## config.mk

```make
export PLATFORM = sky130hd
export DESIGN_NAME = lsu_axi_rd_arb_flat
export DESIGN_NICKNAME = d
export VERILOG_FILES = /design/src/rtl/lsu_axi_rd_arb_pkg.sv /design/src/rtl/lsu_axi_rd_arb_if.sv /design/src/rtl/lsu_axi_rd_arb_rr_arb.sv /design/src/rtl/lsu_axi_rd_arb.sv /design/src/flat_wrapper.sv
export SDC_FILE = /design/constraint.sdc
export NUM_CORES = 1
export LEC_CHECK = 0
export CAP_MARGIN = 20
export CORE_AREA = 2 2 162 164
export CTS_CLUSTER_SIZE = 30
export DETAILED_ROUTE_END_ITERATION = 12
export DIE_AREA = 0 0 164 166
export SLEW_MARGIN = 15
export SYNTH_ARGS = -nofsm -noshare
export SYNTH_HDL_FRONTEND = slang
export SYNTH_HIERARCHICAL = 1
export SYNTH_SLANG_ARGS = --single-unit
```

## constraint.sdc

```tcl
create_clock -name clk -period 4.5 [get_ports clk]
set_input_delay 0.675 -clock clk [delete_from_list [all_inputs] [get_ports clk]]
set_output_delay 0.675 -clock clk [all_outputs]
set_load 0.05 [all_outputs]
```

## src/rtl/lsu_axi_rd_arb_pkg.sv

```systemverilog
// Shared types and field widths for the LSU AXI read arbiter.
// The FSM state encoding, the command field widths and the packed
// per-command struct live here so that every file agrees on them.
package lsu_axi_rd_arb_pkg;

  localparam int LEN_W   = 8;
  localparam int SIZE_W  = 3;
  localparam int BURST_W = 2;
  localparam int STR_W   = 3;
  localparam int SRAM_W  = 12;
  localparam int NUM_W   = 8;
  localparam int DATA_W  = 64;
  localparam int RESP_W  = 2;
  localparam int WDOG_W  = 16;

  typedef enum logic [1:0] {
    IDLE  = 2'd0,
    ISSUE = 2'd1,
    BUSY  = 2'd2,
    DRAIN = 2'd3
  } arb_state_t;

  // The DRAM address is parameterised, so it is carried next to this
  // struct rather than inside it.
  typedef struct packed {
    logic [LEN_W-1:0]   len;
    logic [SIZE_W-1:0]  size;
    logic [BURST_W-1:0] burst;
    logic [STR_W-1:0]   str;
    logic [SRAM_W-1:0]  sram_addr;
    logic [NUM_W-1:0]   num;
  } lsu_rd_cmd_t;

  // Width of an index into n requesters, never narrower than one bit.
  function automatic int ptr_width(input int n);
    return (n > 1) ? $clog2(n) : 1;
  endfunction

endpackage

```

## src/rtl/lsu_axi_rd_arb_if.sv

```systemverilog
// Bundle of the requester-side and downstream-side signals of the
// LSU AXI read arbiter. The slave modport is the arbiter's view, the
// master modport is the view of whatever surrounds it.
interface lsu_axi_rd_arb_if
  import lsu_axi_rd_arb_pkg::*;
#(
  parameter int NREQ   = 4,
  parameter int ADDR_W = 10
) ();

  logic [NREQ-1:0]         req_arvld;
  logic [NREQ*ADDR_W-1:0]  req_araddr;
  logic [NREQ*LEN_W-1:0]   req_arlen;
  logic [NREQ*SIZE_W-1:0]  req_arsize;
  logic [NREQ*BURST_W-1:0] req_arburst;
  logic [NREQ*STR_W-1:0]   req_arstr;
  logic [NREQ*SRAM_W-1:0]  req_sram_addr;
  logic [NREQ*NUM_W-1:0]   req_arnum;
  logic [NREQ-1:0]         req_arrdy;
  logic [NREQ-1:0]         req_rrdy;
  logic [NREQ-1:0]         req_rvld;
  logic [DATA_W-1:0]       req_rdata;
  logic [RESP_W-1:0]       req_rresp;
  logic                    req_rlast;
  logic [SRAM_W-1:0]       req_sram_addr_o;
  logic [NREQ-1:0]         req_done;

  logic [ADDR_W-1:0]       arb_araddr;
  logic [LEN_W-1:0]        arb_arlen;
  logic [SIZE_W-1:0]       arb_arsize;
  logic [BURST_W-1:0]      arb_arburst;
  logic [STR_W-1:0]        arb_arstr;
  logic [SRAM_W-1:0]       arb_sram_addr;
  logic [NUM_W-1:0]        arb_arnum;
  logic                    arb_arvld;
  logic                    arb_rrdy;

  logic                    axi_arrdy;
  logic                    axi_rvld;
  logic [DATA_W-1:0]       axi_rdata;
  logic [RESP_W-1:0]       axi_rresp;
  logic                    axi_rlast;
  logic [SRAM_W-1:0]       axi_sram_addr;
  logic                    axi_done;

  logic                    wdog_err;

  modport slave (
    input  req_arvld, req_araddr, req_arlen, req_arsize, req_arburst,
           req_arstr, req_sram_addr, req_arnum, req_rrdy,
           axi_arrdy, axi_rvld, axi_rdata, axi_rresp, axi_rlast,
           axi_sram_addr, axi_done,
    output req_arrdy, req_rvld, req_rdata, req_rresp, req_rlast,
           req_sram_addr_o, req_done,
           arb_araddr, arb_arlen, arb_arsize, arb_arburst, arb_arstr,
           arb_sram_addr, arb_arnum, arb_arvld, arb_rrdy, wdog_err
  );

  modport master (
    output req_arvld, req_araddr, req_arlen, req_arsize, req_arburst,
           req_arstr, req_sram_addr, req_arnum, req_rrdy,
           axi_arrdy, axi_rvld, axi_rdata, axi_rresp, axi_rlast,
           axi_sram_addr, axi_done,
    input  req_arrdy, req_rvld, req_rdata, req_rresp, req_rlast,
           req_sram_addr_o, req_done,
           arb_araddr, arb_arlen, arb_arsize, arb_arburst, arb_arstr,
           arb_sram_addr, arb_arnum, arb_arvld, arb_rrdy, wdog_err
  );

endinterface

```

## src/rtl/lsu_axi_rd_arb_rr_arb.sv

```systemverilog
// Round-robin picker: starting at ptr and searching upward with
// wrap-around, returns the first active request as a one-hot grant
// plus its index. vld is low when nobody is requesting.
module rr_arb #(
  parameter int N     = 4,
  parameter int PTR_W = 2
) (
  input  logic [N-1:0]     req,
  input  logic [PTR_W-1:0] ptr,
  output logic [N-1:0]     gnt,
  output logic [PTR_W-1:0] idx,
  output logic             vld
);

  // Walk the requesters in priority order and keep only the first hit.
  always_comb begin
    int cand;
    gnt  = '0;
    idx  = '0;
    vld  = 1'b0;
    cand = 0;
    for (int i = 0; i < N; i++) begin
      cand = int'(ptr) + i;
      if (cand >= N) cand = cand - N;
      if (!vld && req[cand]) begin
        vld       = 1'b1;
        gnt[cand] = 1'b1;
        idx       = PTR_W'(cand);
      end
    end
  end

endmodule

```

## src/rtl/lsu_axi_rd_arb.sv

```systemverilog
// LSU AXI read arbiter: grants one of NREQ load requesters at a time,
// forwards its command downstream, steers the read responses back to
// it and pulses req_done once the downstream engine has finished.
// Build option: define LSU_AXI_RD_ARB_WDOG_EN to add the stall
// watchdog driving wdog_err; otherwise wdog_err is tied low.
module lsu_axi_rd_arb
  import lsu_axi_rd_arb_pkg::*;
#(
  parameter int NREQ     = 4,
  parameter int ADDR_W   = 10,
  parameter int WDOG_CYC = 1024
) (
  input logic              clk,
  input logic              rst,
  lsu_axi_rd_arb_if.slave  bus
);

  localparam int PTR_W = ptr_width(NREQ);

  arb_state_t        state;
  logic [PTR_W-1:0]  rr_ptr;
  logic [PTR_W-1:0]  owner;
  logic              busy_first;
  logic              arvld_q;
  logic [ADDR_W-1:0] cmd_addr;
  lsu_rd_cmd_t       cmd;

  logic [NREQ-1:0]   gnt;
  logic [PTR_W-1:0]  gnt_idx;
  logic              gnt_vld;
  logic [ADDR_W-1:0] win_addr;
  lsu_rd_cmd_t       win_cmd;
  logic [NREQ-1:0]   owner_oh;
  logic              grant;
  logic              resp_phase;
  logic              drain_exit;

  rr_arb #(.N(NREQ), .PTR_W(PTR_W)) u_rr_arb (
    .req (bus.req_arvld),
    .ptr (rr_ptr),
    .gnt (gnt),
    .idx (gnt_idx),
    .vld (gnt_vld)
  );

  // Everything visible is held low while rst is asserted, even before
  // the reset edge has pulled the FSM back to IDLE.
  assign grant      = (state == IDLE) && gnt_vld && bus.axi_arrdy && !rst;
  assign resp_phase = ((state == BUSY) || (state == DRAIN)) && !rst;
  assign drain_exit = (state == DRAIN) && !bus.axi_rvld && !rst;

  // Pick the winning requester's command fields out of the packed inputs.
  always_comb begin
    win_addr          = bus.req_araddr[gnt_idx*ADDR_W +: ADDR_W];
    win_cmd.len       = bus.req_arlen[gnt_idx*LEN_W +: LEN_W];
    win_cmd.size      = bus.req_arsize[gnt_idx*SIZE_W +: SIZE_W];
    win_cmd.burst     = bus.req_arburst[gnt_idx*BURST_W +: BURST_W];
    win_cmd.str       = bus.req_arstr[gnt_idx*STR_W +: STR_W];
    win_cmd.sram_addr = bus.req_sram_addr[gnt_idx*SRAM_W +: SRAM_W];
    win_cmd.num       = bus.req_arnum[gnt_idx*NUM_W +: NUM_W];
  end

  // One-hot view of the current owner for steering rvld and done.
  always_comb begin
    owner_oh        = '0;
    owner_oh[owner] = 1'b1;
  end

  // Transaction FSM: grant, issue, collect responses, drain, rotate.
  // axi_done is ignored in the first BUSY cycle because the downstream
  // done counter only catches up one cycle after the command is taken.
  always_ff @(posedge clk) begin
    if (rst) begin
      state      <= IDLE;
      rr_ptr     <= '0;
      owner      <= '0;
      busy_first <= 1'b0;
      arvld_q    <= 1'b0;
      cmd_addr   <= '0;
      cmd        <= '0;
    end else begin
      unique case (state)
        IDLE: begin
          if (grant) begin
            owner    <= gnt_idx;
            cmd_addr <= win_addr;
            cmd      <= win_cmd;
            arvld_q  <= 1'b1;
            state    <= ISSUE;
          end
        end
        ISSUE: begin
          if (arvld_q && bus.axi_arrdy) begin
            arvld_q    <= 1'b0;
            busy_first <= 1'b1;
            state      <= BUSY;
          end
        end
        BUSY: begin
          busy_first <= 1'b0;
          if (!busy_first && bus.axi_done) state <= DRAIN;
        end
        DRAIN: begin
          if (!bus.axi_rvld) begin
            state  <= IDLE;
            rr_ptr <= (owner == PTR_W'(NREQ - 1)) ? '0 : owner + 1'b1;
          end
        end
        default: state <= IDLE;
      endcase
    end
  end

  assign bus.req_arrdy       = grant ? gnt : '0;
  assign bus.arb_arvld       = arvld_q && !rst;
  assign bus.arb_araddr      = cmd_addr;
  assign bus.arb_arlen       = cmd.len;
  assign bus.arb_arsize      = cmd.size;
  assign bus.arb_arburst     = cmd.burst;
  assign bus.arb_arstr       = cmd.str;
  assign bus.arb_sram_addr   = cmd.sram_addr;
  assign bus.arb_arnum       = cmd.num;

  assign bus.req_rvld        = (resp_phase && bus.axi_rvld) ? owner_oh : '0;
  assign bus.arb_rrdy        = resp_phase && bus.req_rrdy[owner];
  assign bus.req_rdata       = bus.axi_rdata;
  assign bus.req_rresp       = bus.axi_rresp;
  assign bus.req_rlast       = bus.axi_rlast;
  assign bus.req_sram_addr_o = bus.axi_sram_addr;
  assign bus.req_done        = drain_exit ? owner_oh : '0;

`ifdef LSU_AXI_RD_ARB_WDOG_EN
  logic [WDOG_W-1:0] wdog_cnt;
  logic              wdog_err_q;

  // Stall watchdog: counts cycles without response progress while a
  // command is pending and latches a sticky error once the limit is hit.
  always_ff @(posedge clk) begin
    if (rst) begin
      wdog_cnt   <= '0;
      wdog_err_q <= 1'b0;
    end else begin
      if (grant || (bus.axi_rvld && bus.arb_rrdy)) begin
        wdog_cnt <= '0;
      end else if (((state == ISSUE) || (state == BUSY)) && (wdog_cnt != '1)) begin
        wdog_cnt <= wdog_cnt + 1'b1;
      end
      if (int'(wdog_cnt) >= WDOG_CYC) wdog_err_q <= 1'b1;
    end
  end

  assign bus.wdog_err = wdog_err_q && !rst;
`else
  assign bus.wdog_err = 1'b0;
`endif

endmodule

```

## src/flat_wrapper.sv

```systemverilog
// flat-port wrapper written by rule: the top's interface ports become plain ports
module lsu_axi_rd_arb_flat import lsu_axi_rd_arb_pkg::*;
#(
  parameter int NREQ     = 4,
  parameter int ADDR_W   = 10,
  parameter int WDOG_CYC = 1024
)
  (clk, rst, bus_req_arvld, bus_req_araddr, bus_req_arlen, bus_req_arsize, bus_req_arburst, bus_req_arstr, bus_req_sram_addr, bus_req_arnum, bus_req_rrdy, bus_axi_arrdy, bus_axi_rvld, bus_axi_rdata, bus_axi_rresp, bus_axi_rlast, bus_axi_sram_addr, bus_axi_done, bus_req_arrdy, bus_req_rvld, bus_req_rdata, bus_req_rresp, bus_req_rlast, bus_req_sram_addr_o, bus_req_done, bus_arb_araddr, bus_arb_arlen, bus_arb_arsize, bus_arb_arburst, bus_arb_arstr, bus_arb_sram_addr, bus_arb_arnum, bus_arb_arvld, bus_arb_rrdy, bus_wdog_err);
  lsu_axi_rd_arb_if #(.NREQ(NREQ), .ADDR_W(ADDR_W)) bus_i ();
  input logic clk;
  input logic rst;
  input wire logic [$bits(bus_i.req_arvld)-1:0] bus_req_arvld;
  input wire logic [$bits(bus_i.req_araddr)-1:0] bus_req_araddr;
  input wire logic [$bits(bus_i.req_arlen)-1:0] bus_req_arlen;
  input wire logic [$bits(bus_i.req_arsize)-1:0] bus_req_arsize;
  input wire logic [$bits(bus_i.req_arburst)-1:0] bus_req_arburst;
  input wire logic [$bits(bus_i.req_arstr)-1:0] bus_req_arstr;
  input wire logic [$bits(bus_i.req_sram_addr)-1:0] bus_req_sram_addr;
  input wire logic [$bits(bus_i.req_arnum)-1:0] bus_req_arnum;
  input wire logic [$bits(bus_i.req_rrdy)-1:0] bus_req_rrdy;
  input wire logic [$bits(bus_i.axi_arrdy)-1:0] bus_axi_arrdy;
  input wire logic [$bits(bus_i.axi_rvld)-1:0] bus_axi_rvld;
  input wire logic [$bits(bus_i.axi_rdata)-1:0] bus_axi_rdata;
  input wire logic [$bits(bus_i.axi_rresp)-1:0] bus_axi_rresp;
  input wire logic [$bits(bus_i.axi_rlast)-1:0] bus_axi_rlast;
  input wire logic [$bits(bus_i.axi_sram_addr)-1:0] bus_axi_sram_addr;
  input wire logic [$bits(bus_i.axi_done)-1:0] bus_axi_done;
  output wire logic [$bits(bus_i.req_arrdy)-1:0] bus_req_arrdy;
  output wire logic [$bits(bus_i.req_rvld)-1:0] bus_req_rvld;
  output wire logic [$bits(bus_i.req_rdata)-1:0] bus_req_rdata;
  output wire logic [$bits(bus_i.req_rresp)-1:0] bus_req_rresp;
  output wire logic [$bits(bus_i.req_rlast)-1:0] bus_req_rlast;
  output wire logic [$bits(bus_i.req_sram_addr_o)-1:0] bus_req_sram_addr_o;
  output wire logic [$bits(bus_i.req_done)-1:0] bus_req_done;
  output wire logic [$bits(bus_i.arb_araddr)-1:0] bus_arb_araddr;
  output wire logic [$bits(bus_i.arb_arlen)-1:0] bus_arb_arlen;
  output wire logic [$bits(bus_i.arb_arsize)-1:0] bus_arb_arsize;
  output wire logic [$bits(bus_i.arb_arburst)-1:0] bus_arb_arburst;
  output wire logic [$bits(bus_i.arb_arstr)-1:0] bus_arb_arstr;
  output wire logic [$bits(bus_i.arb_sram_addr)-1:0] bus_arb_sram_addr;
  output wire logic [$bits(bus_i.arb_arnum)-1:0] bus_arb_arnum;
  output wire logic [$bits(bus_i.arb_arvld)-1:0] bus_arb_arvld;
  output wire logic [$bits(bus_i.arb_rrdy)-1:0] bus_arb_rrdy;
  output wire logic [$bits(bus_i.wdog_err)-1:0] bus_wdog_err;
  assign bus_i.req_arvld = bus_req_arvld;
  assign bus_i.req_araddr = bus_req_araddr;
  assign bus_i.req_arlen = bus_req_arlen;
  assign bus_i.req_arsize = bus_req_arsize;
  assign bus_i.req_arburst = bus_req_arburst;
  assign bus_i.req_arstr = bus_req_arstr;
  assign bus_i.req_sram_addr = bus_req_sram_addr;
  assign bus_i.req_arnum = bus_req_arnum;
  assign bus_i.req_rrdy = bus_req_rrdy;
  assign bus_i.axi_arrdy = bus_axi_arrdy;
  assign bus_i.axi_rvld = bus_axi_rvld;
  assign bus_i.axi_rdata = bus_axi_rdata;
  assign bus_i.axi_rresp = bus_axi_rresp;
  assign bus_i.axi_rlast = bus_axi_rlast;
  assign bus_i.axi_sram_addr = bus_axi_sram_addr;
  assign bus_i.axi_done = bus_axi_done;
  assign bus_req_arrdy = bus_i.req_arrdy;
  assign bus_req_rvld = bus_i.req_rvld;
  assign bus_req_rdata = bus_i.req_rdata;
  assign bus_req_rresp = bus_i.req_rresp;
  assign bus_req_rlast = bus_i.req_rlast;
  assign bus_req_sram_addr_o = bus_i.req_sram_addr_o;
  assign bus_req_done = bus_i.req_done;
  assign bus_arb_araddr = bus_i.arb_araddr;
  assign bus_arb_arlen = bus_i.arb_arlen;
  assign bus_arb_arsize = bus_i.arb_arsize;
  assign bus_arb_arburst = bus_i.arb_arburst;
  assign bus_arb_arstr = bus_i.arb_arstr;
  assign bus_arb_sram_addr = bus_i.arb_sram_addr;
  assign bus_arb_arnum = bus_i.arb_arnum;
  assign bus_arb_arvld = bus_i.arb_arvld;
  assign bus_arb_rrdy = bus_i.arb_rrdy;
  assign bus_wdog_err = bus_i.wdog_err;
  lsu_axi_rd_arb #(.NREQ(NREQ), .ADDR_W(ADDR_W), .WDOG_CYC(WDOG_CYC)) u_core (.clk(clk), .rst(rst), .bus(bus_i));
endmodule
```

## After elaboration in Yosys (flattened, before gate mapping)

Cells that the tools add are included.
Widths: inputs -> output; s select.

- Bits in registers: 54
- Input bits: 276
- Word-level logic and storage cells: 144

- Add/sub/neg operators: 8
- Multipliers: 3
- Order comparisons: 14
- Equality and inequality tests: 8
- Shifts and indexed selects: 7
- Multiplexer cells: 54
- Bitwise logic cells: 4
- Reduce and logical (&&, ||, !) cells: 34

Operator list:

| operator | count |
|---|---|
| $ge 32x1->1 const B | 4 |
| $lt 32x4->1 const B | 4 |
| $mux 32 | 4 |
| $shiftx 32x6->8 | 2 |
| $shiftx 48x7->12 | 1 |
| $shiftx 40x7->10 | 1 |
| $mux 4 | 7 |
| $shiftx 12x5->3 | 2 |
| $mux 1 | 21 |
| $logic_and 1x1->1 | 19 |
| $mux 2 | 9 |
| $or 4x4->4 | 3 |
| $sub 3x3->4 const B | 3 |
| $bmux 1 s2 | 5 |
| $demux 1 s2 | 5 |
| $ge 3x3->1 const B | 3 |
| $mul 2x2->4 const B | 2 |
| $pmux 2 s4 | 1 |
| $shiftx 8x4->2 | 1 |
| $add 2x2->3 const B | 2 |
| $eq 2x2->1 const B | 3 |
| $logic_not 1->1 | 6 |
| $reduce_and 2->1 | 3 |
| $mul 2x3->5 const B | 1 |
| other kinds (16) | 20 |

## Depth between registers and ports, before layout

- Depth in word-level cells: 20
- Depth in mapped cells: 13
- Gate-level depth less buffers: 9

## Cells and area by module

The synthesis kept the hierarchy.

By module, submodules not included:

| module | times used | cells an instance | area an instance (um^2) | seq. area each (um^2) |
|---|---|---|---|---|
| lsu_axi_rd_arb | 1 | 411 | 4010.1 | 1081.0 |
| rr_arb | 1 | 48 | 460.4 | 0.0 |

## Worst setup path after synthesis

Ideal clock, no wire load.

- Kind: register to output
- From: reg u_core.rr_ptr[0]
- To: out bus_req_arrdy[0]
- Arrival time: 2.508 ns
- Required time: 3.825 ns
- Path slack: 1.317 ns
- Cell stages (with the launch flop): 13
- Cells stage by stage: dfxtp_1 > buf_6 > inv_1 > ha_1 > mux4_2 > buf_6 > nor3_1 > nand2b_1 > nand2_1 > nor3b_1 > buf_2 > clkbuf_2 > and2_1

- Longest elaborated chain between the ends: 19
- Elaborated cells on any way between the ends: 68

RTL lines:

| what | RTL line | source |
|---|---|---|
| from (decl) | lsu_axi_rd_arb.sv:21 | `logic [PTR_W-1:0] rr_ptr;` |
| from (signal assigned) | lsu_axi_rd_arb.sv:106 | `rr_ptr <= (owner == PTR_W'(NREQ - 1)) ? '0 : owner + 1'b1;` |
| branches (longest 14 deep; another with $sub 3x3->4) | -- |  |
| $mux 1 (*) | lsu_axi_rd_arb_rr_arb.sv:25 | `if (!vld && req[cand]) begin` |
| via u_core.gnt_vld | lsu_axi_rd_arb.sv:30 | `logic gnt_vld;` |
| $logic_and 1x1->1 (*) (3 in a row) | lsu_axi_rd_arb.sv:48 | `assign grant = (state == IDLE) && gnt_vld && bus.axi_arrdy && !rst;` |
| $mux 4 (*) | lsu_axi_rd_arb.sv:114 | `assign bus.req_arrdy = grant ? gnt : '0;` |
| to (decl) | flat_wrapper.sv:28 | `output wire logic [$bits(bus_i.req_arrdy)-1:0] bus_req_arrdy;` |

Mark *: on every way through the listed nets, which the timed path passes. The select of a mux whose other input is x is not followed.

## Worst setup path after layout

- From: in bus_req_arvld[2]
- To: out bus_req_arrdy[1]

- Elaborated cells on any way between the ends: 33

RTL lines:

| what | RTL line | source |
|---|---|---|
| from (decl) | flat_wrapper.sv:12 | `input wire logic [$bits(bus_i.req_arvld)-1:0] bus_req_arvld;` |
| $bmux 1 s2 | lsu_axi_rd_arb_rr_arb.sv:25 |  |
| $mux 1 (implied by the code) (2 in a row) | lsu_axi_rd_arb_rr_arb.sv:25 |  |
| $mux 1 | lsu_axi_rd_arb_rr_arb.sv:25 |  |
| $logic_not 1->1 | lsu_axi_rd_arb_rr_arb.sv:25 |  |
| $logic_and 1x1->1 | lsu_axi_rd_arb_rr_arb.sv:25 |  |
| $mux 1 | lsu_axi_rd_arb_rr_arb.sv:25 |  |
| $logic_not 1->1 | lsu_axi_rd_arb_rr_arb.sv:25 |  |
| $logic_and 1x1->1 | lsu_axi_rd_arb_rr_arb.sv:25 |  |
| $mux 1 | lsu_axi_rd_arb_rr_arb.sv:25 |  |
| $logic_not 1->1 | lsu_axi_rd_arb_rr_arb.sv:25 |  |
| $logic_and 1x1->1 | lsu_axi_rd_arb_rr_arb.sv:25 |  |
| $mux 4 (*) | lsu_axi_rd_arb_rr_arb.sv:25 |  |
| via u_core.gnt[1] | lsu_axi_rd_arb.sv:28 | `logic [NREQ-1:0] gnt;` |
| $mux 4 (*) | lsu_axi_rd_arb.sv:114 |  |

Mark *: on every way through the listed nets, which the timed path passes. The rest lies on a longest branch. The select of a mux whose other input is x is not followed.

==> metrics.txt <==
asr flop ratio synth=0; Die Ht=approximately 170 um; global-route wire length before repair=21700 um; core box area=0.0256 mm^2; Post-CTS Hold Buffers=0; slew margin rel.=0.378; Via density=just over 4; Crit. End Element=output pin; Clock transition at path regs=around 70 ps; final net count=between 900 and 1000; Worst Path Required=roughly 3800 ps; Die ar.=between 0.02 and 0.03 mm^2; dominant synthesized flop cell=dfxtp_1; HP Class=reg2reg; leakage power=2.37 nW; largest net degree at the start of global routing=97; Mapped Area=0.00447 mm^2; Critical Path AT=2990 ps; starting DRC count in detailed routing=202; critical path type=in2out; area of placed instances=between 0.006 and 0.007 mm^2; Power Dens Cells=333 mW/mm^2; worst-margin pin slew=just over 900 ps; DP Wirelength=between 10000 and 15000 um; TritonCTS clock tree=yes; FF-to-FF Start=u_core/rr_ptr[1]; Yosys top cell by area=dfxtp_1; endpoints failing hold=0; vias in the first global route=just under 4000; crit-path cells=clkdlybuf4s50_1 > mux4_1 > nor4b_4 > a22oi_1 > o21ai_0 > and2_1 > buf_12; post_cts resized=0; Row Count=59; Post-Route WL=15000 um; clk_lat worst skew=310 ps; Seq/Total Area, Yosys=0.242; synthesized instance count=459; #FFs+latches synth=54; Min Clock Period, post-route=approximately 3700 ps; syn nets=752; Post-Route Setup TNS=0 ps; Final period util=0.815; CP max FO=13; Final ANT Viol Nets=0; crit path launch type=input pin; H-tree depth=2; Slew Viols, Final=0; Synth cell types=36; Yosys top cell area share=0.242; status=completed; layout cells sized above 1=0.120; Post-CTS Setup Bufs=0; fin util=0.271; Placer Congestion=0.728; unrepaired setup endpoints after global routing=no; overall routing resource usage=0.105; Synth area leaders=dfxtp_1, mux4_2, buf_4; CP startpoint=bus_req_arvld[2]; gr ovfl total=0; setup slack, reg-to-reg=1130 ps; clock skew=15.5 ps; synth-to-layout area growth=55.5%; fin area=0.00695 mm^2; Port Buffers=256; fmax=~270 MHz; top-count cell post-synth=buf_4; DR WL/cell=15.7 um; DR DRC count=0; io pins=around 420; clk sinks=54; total CTS buffers=5; CTS Root Cell=clkbuf_16; Die X=~160 um; number of fillers in the final layout=roughly 2700; vias=3946; Longest Clk Path Bufs=2; average size of a mapped cell=slightly below 10 um^2; yosys warns=6; slowest CP cell=mux4_1; Initial Util=0.175; Post-synth EDFFs=0; CP peak stage delay=slightly below 800 ps; Max-Cap Viols=0; antenna violations before repair=3; Worst VDD drop=between 0.1 and 0.15 mV; Hold Startpoint=u_core/bus.arb_arstr[0]; setup violators final=0; DR pass1 iterations=4; synth cell count leaders=buf_4, dfxtp_1, nand2_1, nand2b_1, mux4_2
==> worst max-delay path: cells and delay by family <==
| family | cells | cell delay (ps) |
|---|---|---|
| mux | 1 | 780 |
| buf+inv | 2 | 630 |
| simple gates | 2 | 680 |
| compound gates | 2 | 220 |
==> area by class of cell <==
type	instances	area, um^2	area share
clock buffers	5	125	0.0180
diodes	2	5.00	0.000720
repair buffers	262	2670	0.384
inverters	11	41.3	0.00594
well taps	335	419	0.0603
flip-flops and latches	54	1080	0.155
multi-input cells	284	2590	0.373
clock inverters	3	23.8	0.00342
==> cell families after synthesis <==
logic type               synth area share
buffers and inverters               0.183
multiplexers                        0.273
other                            0.000839
AND/OR/NAND/NOR                     0.157
AO/OA/AOI/OAI                      0.0963
flip-flops                          0.242
adder cells (fa/ha/maj)            0.0476
==> layer usage <==
metal	wire length, um	part of all wire	vias to the layer above	track usage
met1	5830	0.39	1816	0.121
met4	419	0.028	2	0.0385
met5	13	0.00087	-	0
met2	7160	0.48	236	0.178
li1	-	-	1851	-
met3	1590	0.11	41	0.0355
==> placed cells by master, fill, tap and decap left out, drive strengths merged, types with 2 or more instances in the layout <==
cell type	instances
clkdlybuf4s50	251
dfxtp	54
o21ai	53
nand2b	52
nand2	52
mux4	51
ha	17
and2	12
inv	12
buf	11
a22oi	9
nor2	8
clkbuf	5
a21oi	4
mux2i	4
o31ai	3
diode	2
clkinvlp	2
o21bai	2
nor3	2
mux2	2
==> where the power goes <==
group | switching (W) | internal, W
logic | 0.000680 | 0.000549
clock network | 0.000220 | 0.000210
registers | 0.0000668 | 0.000588
==> metrics by stage <==
stage | total power, W | setup slack [ps] | std cells | hold slack (ps)
after floorplan | 0.00162 | 1320 | 459 | 448
after global placement | 0.00190 | 631 | 946 | 451
after detailed placement | 0.00191 | 484 | 946 | 455
after CTS | 0.00236 | 799 | 954 | 470
after global routing | 0.00246 | 649 | 954 | 485
final | 0.00231 | 835 | 956 | 466
==> sequential cells by signal, indices dropped and copies added (netlist names) <==
| name | flops |
|---|---|
| u_core/rr_ptr | 2 |
| u_core/bus.arb_araddr | 10 |
| u_core/owner | 2 |
| u_core/bus.arb_arstr | 3 |
| u_core/busy_first | 1 |
| u_core/bus.arb_arsize | 3 |
| u_core/bus.arb_arlen | 8 |
| u_core/arvld_q | 1 |
| u_core/bus.arb_sram_addr | 12 |
| u_core/state | 2 |
| u_core/bus.arb_arnum | 8 |
| u_core/bus.arb_arburst | 2 |
==> path summary, 6_finish.rpt <==
kind,cells past startpoint,endpoint
setup / recovery,7,bus_req_arrdy[1]
hold / removal,2,u_core/bus.arb_arstr[0]
setup reg to reg,8,u_core/bus.arb_araddr[7]
hold reg to reg,2,u_core/bus.arb_arstr[0]
Power figures use the tool's default switching activity.
==> edit 1, RTL diff (config.mk and constraints unchanged) <==
Encoding of `arb_state_t`: now one-hot (4 bits for 4 states).
--- a/src/rtl/lsu_axi_rd_arb_pkg.sv
+++ b/src/rtl/lsu_axi_rd_arb_pkg.sv
@@ -14,9 +14,9 @@
   localparam int WDOG_W  = 16;
 
-  typedef enum logic [1:0] {
-    IDLE  = 2'd0,
-    ISSUE = 2'd1,
-    BUSY  = 2'd2,
-    DRAIN = 2'd3
+  typedef enum logic [3:0] {
+    IDLE  = 4'b0001,
+    ISSUE = 4'b0010,
+    BUSY  = 4'b0100,
+    DRAIN = 4'b1000
   } arb_state_t;
 
Behaviour: same outputs for any inputs over 4 cycles, from zero or initial values and one cycle with rst high; so few cycles prove little.
==> edit 1 against the original RTL <==
Setup slack worse by 0.0021 ns; design area up 0.68%; cell count up 0.84%; die area unchanged; sequential cell count up 2; count of clock-buffer cells in the layout up 3; hold slack better by 0.013 ns; synthesized area up 2.9%; wire length up 9.8%; power down 27%; register-to-register slack worse by 0.30 ns; global-route usage up 1.6 points.
==> edit 1: results (changes against the original RTL) <==
[worst_setup_path]
crit_fanout = 26  ; +13
regToRegSetupSlack_ns = 0.83  ; -0.30 ns
cp_data_arrival_time_ns = 3.85  ; +0.86 ns
crit_type = reg -> reg
ff2ff_path_depth = 9  ; +1
setup.worst_path.end = u_core/bus.arb_sram_addr[10]
r2r_end = u_core/bus.arb_sram_addr[10]

[detailed_routing]
antenna_left = 0  ; unchanged
wl_mm = 16.49  ; +9.8%
viasPerCell = 4.570  ; +11%
firstDrtPassIters = 5  ; +1
num_vias = 4405  ; +12%
drt_iter0_markers = 261  ; +29%

[finish]
num-fill-cells = 2705  ; +0.33%
largest_reg_flops = 12  ; unchanged
diodes = 0  ; -2
final_nets = 916  ; +0.55%
drive_above_1_share_pct = 12.56  ; +0.60 points

[synth]
synth_common_cells = buf_4 (85), dfxtp_1 (56), a21oi_1 (54)
yosys_warnings = 6  ; unchanged
yosysSeqAreaShare_pct = 24.37  ; +0.19 points
syn_inst = 484  ; +5.4%
synth.area.top_cells = dfxtp_1 (24%), mux4_2 (23%), buf_4 (14%), a21oi_1 (5.9%), nand3_1 (5.5%)
yosysUniqueCellTypes = 44  ; +22%
synthArstFlopShare_pct = 0  ; unchanged
synth_ff_type = dfxtp_1
syn_nets = 772  ; +2.7%

[clocking]
numCtsBuffers = 5  ; unchanged
cts_root_buf = clkbuf_16
h-tree-depth = 2  ; unchanged
cts.clk_slew.worst_paths_ns = 0.08
clk_latency_ns = 0.31  ; about the same
post_cts_resized = 0  ; unchanged

[power_and_ir_drop]
leakagePower_uw = 0.002309  ; -2.4%
irDropWorstVdd_uv = 136.8  ; -8.6%

[placed_design]
dp_cells = 955  ; +0.95%
dp_hpwl_mm = 12.06  ; +2.6%
dp_slack_ns = 0.5108  ; +0.02702 ns
place.gp.congestion = 0.7563  ; +4.0%

[global_route]
grt_max_degree = 51  ; -47%
grt_pass1_vias = 4606  ; +20%
grt_util_met1_pct = 14.42  ; +2.3 points
grt_use_met2_pct = 20.48  ; +2.6 points
grtUsageMet3_pct = 2.822  ; -0.72 points
antenna_found_initial = 0  ; -3
grt_pass1_wl_mm = 25.52  ; +17%
grtUsageTotal_pct = 12.04  ; +1.6 points

[sta]
fin_ws_ns = 0.8326  ; -0.002126 ns
slew_headroom_pct = 47.09  ; +9.3 points
skew_ns = 0.005370  ; -0.01013 ns

[outcome]
status = complete, no violations

[worst_hold_path]
hold_class = reg -> reg

==> edit 1: changes by cell type in the layout (fill, tap and decap cells not counted), moves of 5 or more <==
cell	unedited run	this run
nand2b_1	52	1
nand3_1	0	51
a21oi_1	4	54
nand2_1	52	4
o21ai_0	24	48
o21ai_1	29	10
and2_1	12	4
buf_4	4	9
ha_1	17	12
==> edit 1: cell type report <==
class	count	area share, %
Tap cell	335	5.987
Inverter	14	0.7507
Multi-Input combinational cell	287	37.27
Sequential cell	56	16.01
Clock buffer	8	2.091
Timing Repair Buffer	264	37.89
==> edit 1: worst max-delay path, stage by stage, from the launching register on <==
cell and delay, ns:
dfxtp_1 0.62, inv_1 0.20, ha_1 0.40, mux4_2 0.45, o311ai_0 0.38, a32o_2 0.70, buf_12 0.26, mux4_2 0.31
nand3_1 0.10, a21oi_1 0.07
==> edit 1: routing by layer <==
| layer | up-vias | share of wire (%) |
|---|---|---|
| met3 | 50 | 8.7 |
| met2 | 238 | 48 |
| li1 | 1997 | - |
| met4 | 0 | 3.2 |
| met5 | - | 0 |
| met1 | 2120 | 40 |
==> edit 1: worst min path at each step <==
stage                                start                           to  slack (ns)  cells past startpoint
5_1_grt           u_core/bus.arb_araddr[6]     u_core/bus.arb_araddr[6]        0.49                      2
6_report         u_core/bus.arb_arburst[1]    u_core/bus.arb_arburst[1]        0.48                      2
2_1_floorplan            u_core/busy_first            u_core/busy_first        0.45                      2
4_1_cts        u_core/bus.arb_sram_addr[0]  u_core/bus.arb_sram_addr[0]        0.48                      2
3_5_place_dp   u_core/bus.arb_sram_addr[0]  u_core/bus.arb_sram_addr[0]        0.47                      2
3_3_place_gp      u_core/bus.arb_araddr[4]     u_core/bus.arb_araddr[4]        0.46                      2
==> edit 1: kinds of logic after synthesis <==
group / after synthesis / share of synthesized area (%)
simple gates: 91 / 11.67
xor+xnor: 1 / 0.1904
buf+inv: 141 / 19.53
other cells: 1 / 0.08151
compound gates: 128 / 14.99
mux: 54 / 25.92
flops: 56 / 24.37
fa+ha+maj: 12 / 3.263
==> edit 1: per-stage QoR <==
stage / cell area [sq um] / hold slack (ns)
after CTS: 6973 / 0.4787
after global placement: 6827 / 0.4612
after detailed placement: 6827 / 0.4672
after floorplan: 4601 / 0.4510
final: 7000 / 0.4782
after global routing: 7000 / 0.4945
==> edit 1: power breakdown <==
part | switching, uW | internal, uW | leakage, uW
Sequential | 25.5 | 536 | 0.000458
Clock | 205 | 224 | 0.0000712
Combinational | 351 | 340 | 0.00178
Total | 582 | 1100 | 0.00231
==> edit 2, RTL diff (same flow settings) <==
Made on the original files. Change the package constant `NUM_W` from 8 to 10.
--- a/src/rtl/lsu_axi_rd_arb_pkg.sv
+++ b/src/rtl/lsu_axi_rd_arb_pkg.sv
@@ -9,5 +9,5 @@
   localparam int STR_W   = 3;
   localparam int SRAM_W  = 12;
-  localparam int NUM_W   = 8;
+  localparam int NUM_W   = 10;
   localparam int DATA_W  = 64;
   localparam int RESP_W  = 2;
Interface: changed (resized bus_arb_arnum and bus_req_arnum); port bits go from 416 to 426. No check against the original RTL was run, so the function may have changed too.
==> edit 2 against the original RTL <==
Setup slack worse by 0.20 ns; global-route usage rose by 0.85 points; sequential cell count grew 2; design area up 3.0%; synthesized area rose by 3.2%; first-iteration DRC count down 33%; wire length grew 6.8%; power up 2.8%; critical path type unchanged; largest cell class unchanged.
==> edit 2: results (changes against the original RTL) <==
[worst_hold_path]
min_to = u_core/bus.arb_arsize[1]

[worst_setup_path]
setup.worst_path.end = bus_req_arrdy[2]
ff2ff_path_depth = 11  ; +3
regToRegSetupSlack_ns = 1.07  ; -0.06 ns
r2r_end = u_core/bus.arb_sram_addr[11]

[placed_design]
dp_hpwl_mm = 12.70  ; +8.0%
portBuffers = 266  ; +3.9%
place.gp.congestion = 0.7594  ; +4.4%

[synth]
synth_fa_ha_area_share_pct = 4.612  ; -0.15 points
yosysTopAreaCell = mux4_2
synth_common_cells = buf_4 (83), dfxtp_1 (56), nand2_1 (54), nand2b_1 (54), mux4_2 (50)
synthMuxAreaShare_pct = 27.48  ; +0.14 points
synth.area.top_cells = mux4_2 (24%), dfxtp_1 (24%), buf_4 (14%), nand2b_1 (7.3%), o21ai_0 (5.0%)
syn_nets = 772  ; +2.7%
synth_compound_area_share_pct = 9.550  ; -0.078 points

[detailed_routing]
num_vias = 4073  ; +3.2%
routedWlPerCell_um = 16.43  ; +4.6%
drt_iter0_markers = 136  ; -33%

[power_and_ir_drop]
irDropWorstVdd_uv = 164.4  ; +9.8%
sw_frac_of_total_pct = 41.16  ; -0.62 points
pwr-share-clk_pct = 17.8  ; -0.8 points

[sta]
holdWs_ns = 0.4651  ; -0.0004850 ns
slew_headroom_pct = 48.35  ; +11 points

[finish]
drive_above_1_share_pct = 11.72  ; -0.24 points
num-fill-cells = 2697  ; +0.037%
final_nets = 940  ; +3.2%

[global_route]
grtUsageTotal_pct = 11.32  ; +0.85 points
antenna_found_initial = 0  ; -3
grt_max_degree = 52  ; -46%

[outcome]
status = complete, no violations

edit 2: changes by cell type in the layout (fill, tap and decap cells not counted), moves of 3 or more:
cell | before | now
buf_4 | 4 | 7
clkdlybuf4s50_1 | 251 | 261
o21ai_0 | 24 | 46
o21ai_1 | 29 | 9
edit 2: cell type report:
cell class / count / share of cell area (%)
sequential: 56 / 15.65
clock buffer: 8 / 2.044
tap: 335 / 5.853
inverter: 11 / 0.5765
timing repair buffer: 273 / 38.40
multi-input combinational: 292 / 37.44
antenna: 1 / 0.03494
edit 2: routing by layer:
| layer | GRT usage, % | share of wire (%) | vias up |
|---|---|---|---|
| met5 | 0 | 0 | - |
| met4 | 4.272 | 2.7 | 0 |
| met3 | 3.297 | 9.2 | 41 |
| met2 | 19.84 | 49 | 204 |
| met1 | 12.90 | 40 | 1915 |
| li1 | - | - | 1913 |
edit 2: through the flow:
| step | worst slack (ns) | area [sq um] | power (uW) | std cells | util [%] |
|---|---|---|---|---|---|
| 6_report | 0.6386 | 7162 | 2380 | 976 | 27.96 |
| 5_1_grt | 0.5183 | 7159 | 2518 | 975 | 27.95 |
| 2_1_floorplan | 1.383 | 4612 | 1674 | 471 | - |
| 4_1_cts | 0.6382 | 7159 | 2432 | 975 | 27.95 |
| 3_5_place_dp | 0.5479 | 7013 | 1984 | 967 | 27.38 |
| 3_3_place_gp | 0.7187 | 7013 | 1974 | 967 | 27.38 |
edit 2: logic make-up after synthesis:
logic type | Yosys count
muxes | 59
AOI/OAI and AO/OA | 78
and+or+nand+nor | 137
buffers and inverters | 123
DFF | 56
other | 1
adders and majority gates | 17
edit 2: worst max-delay path, stage by stage:
cell and delay (ns):
clkdlybuf4s50_1 0.49, mux4_1 0.79, nor3_1 0.41, nand2b_1 0.17
nand2_1 0.17, nor3b_4 0.09, and2_1 0.22, buf_12 0.16
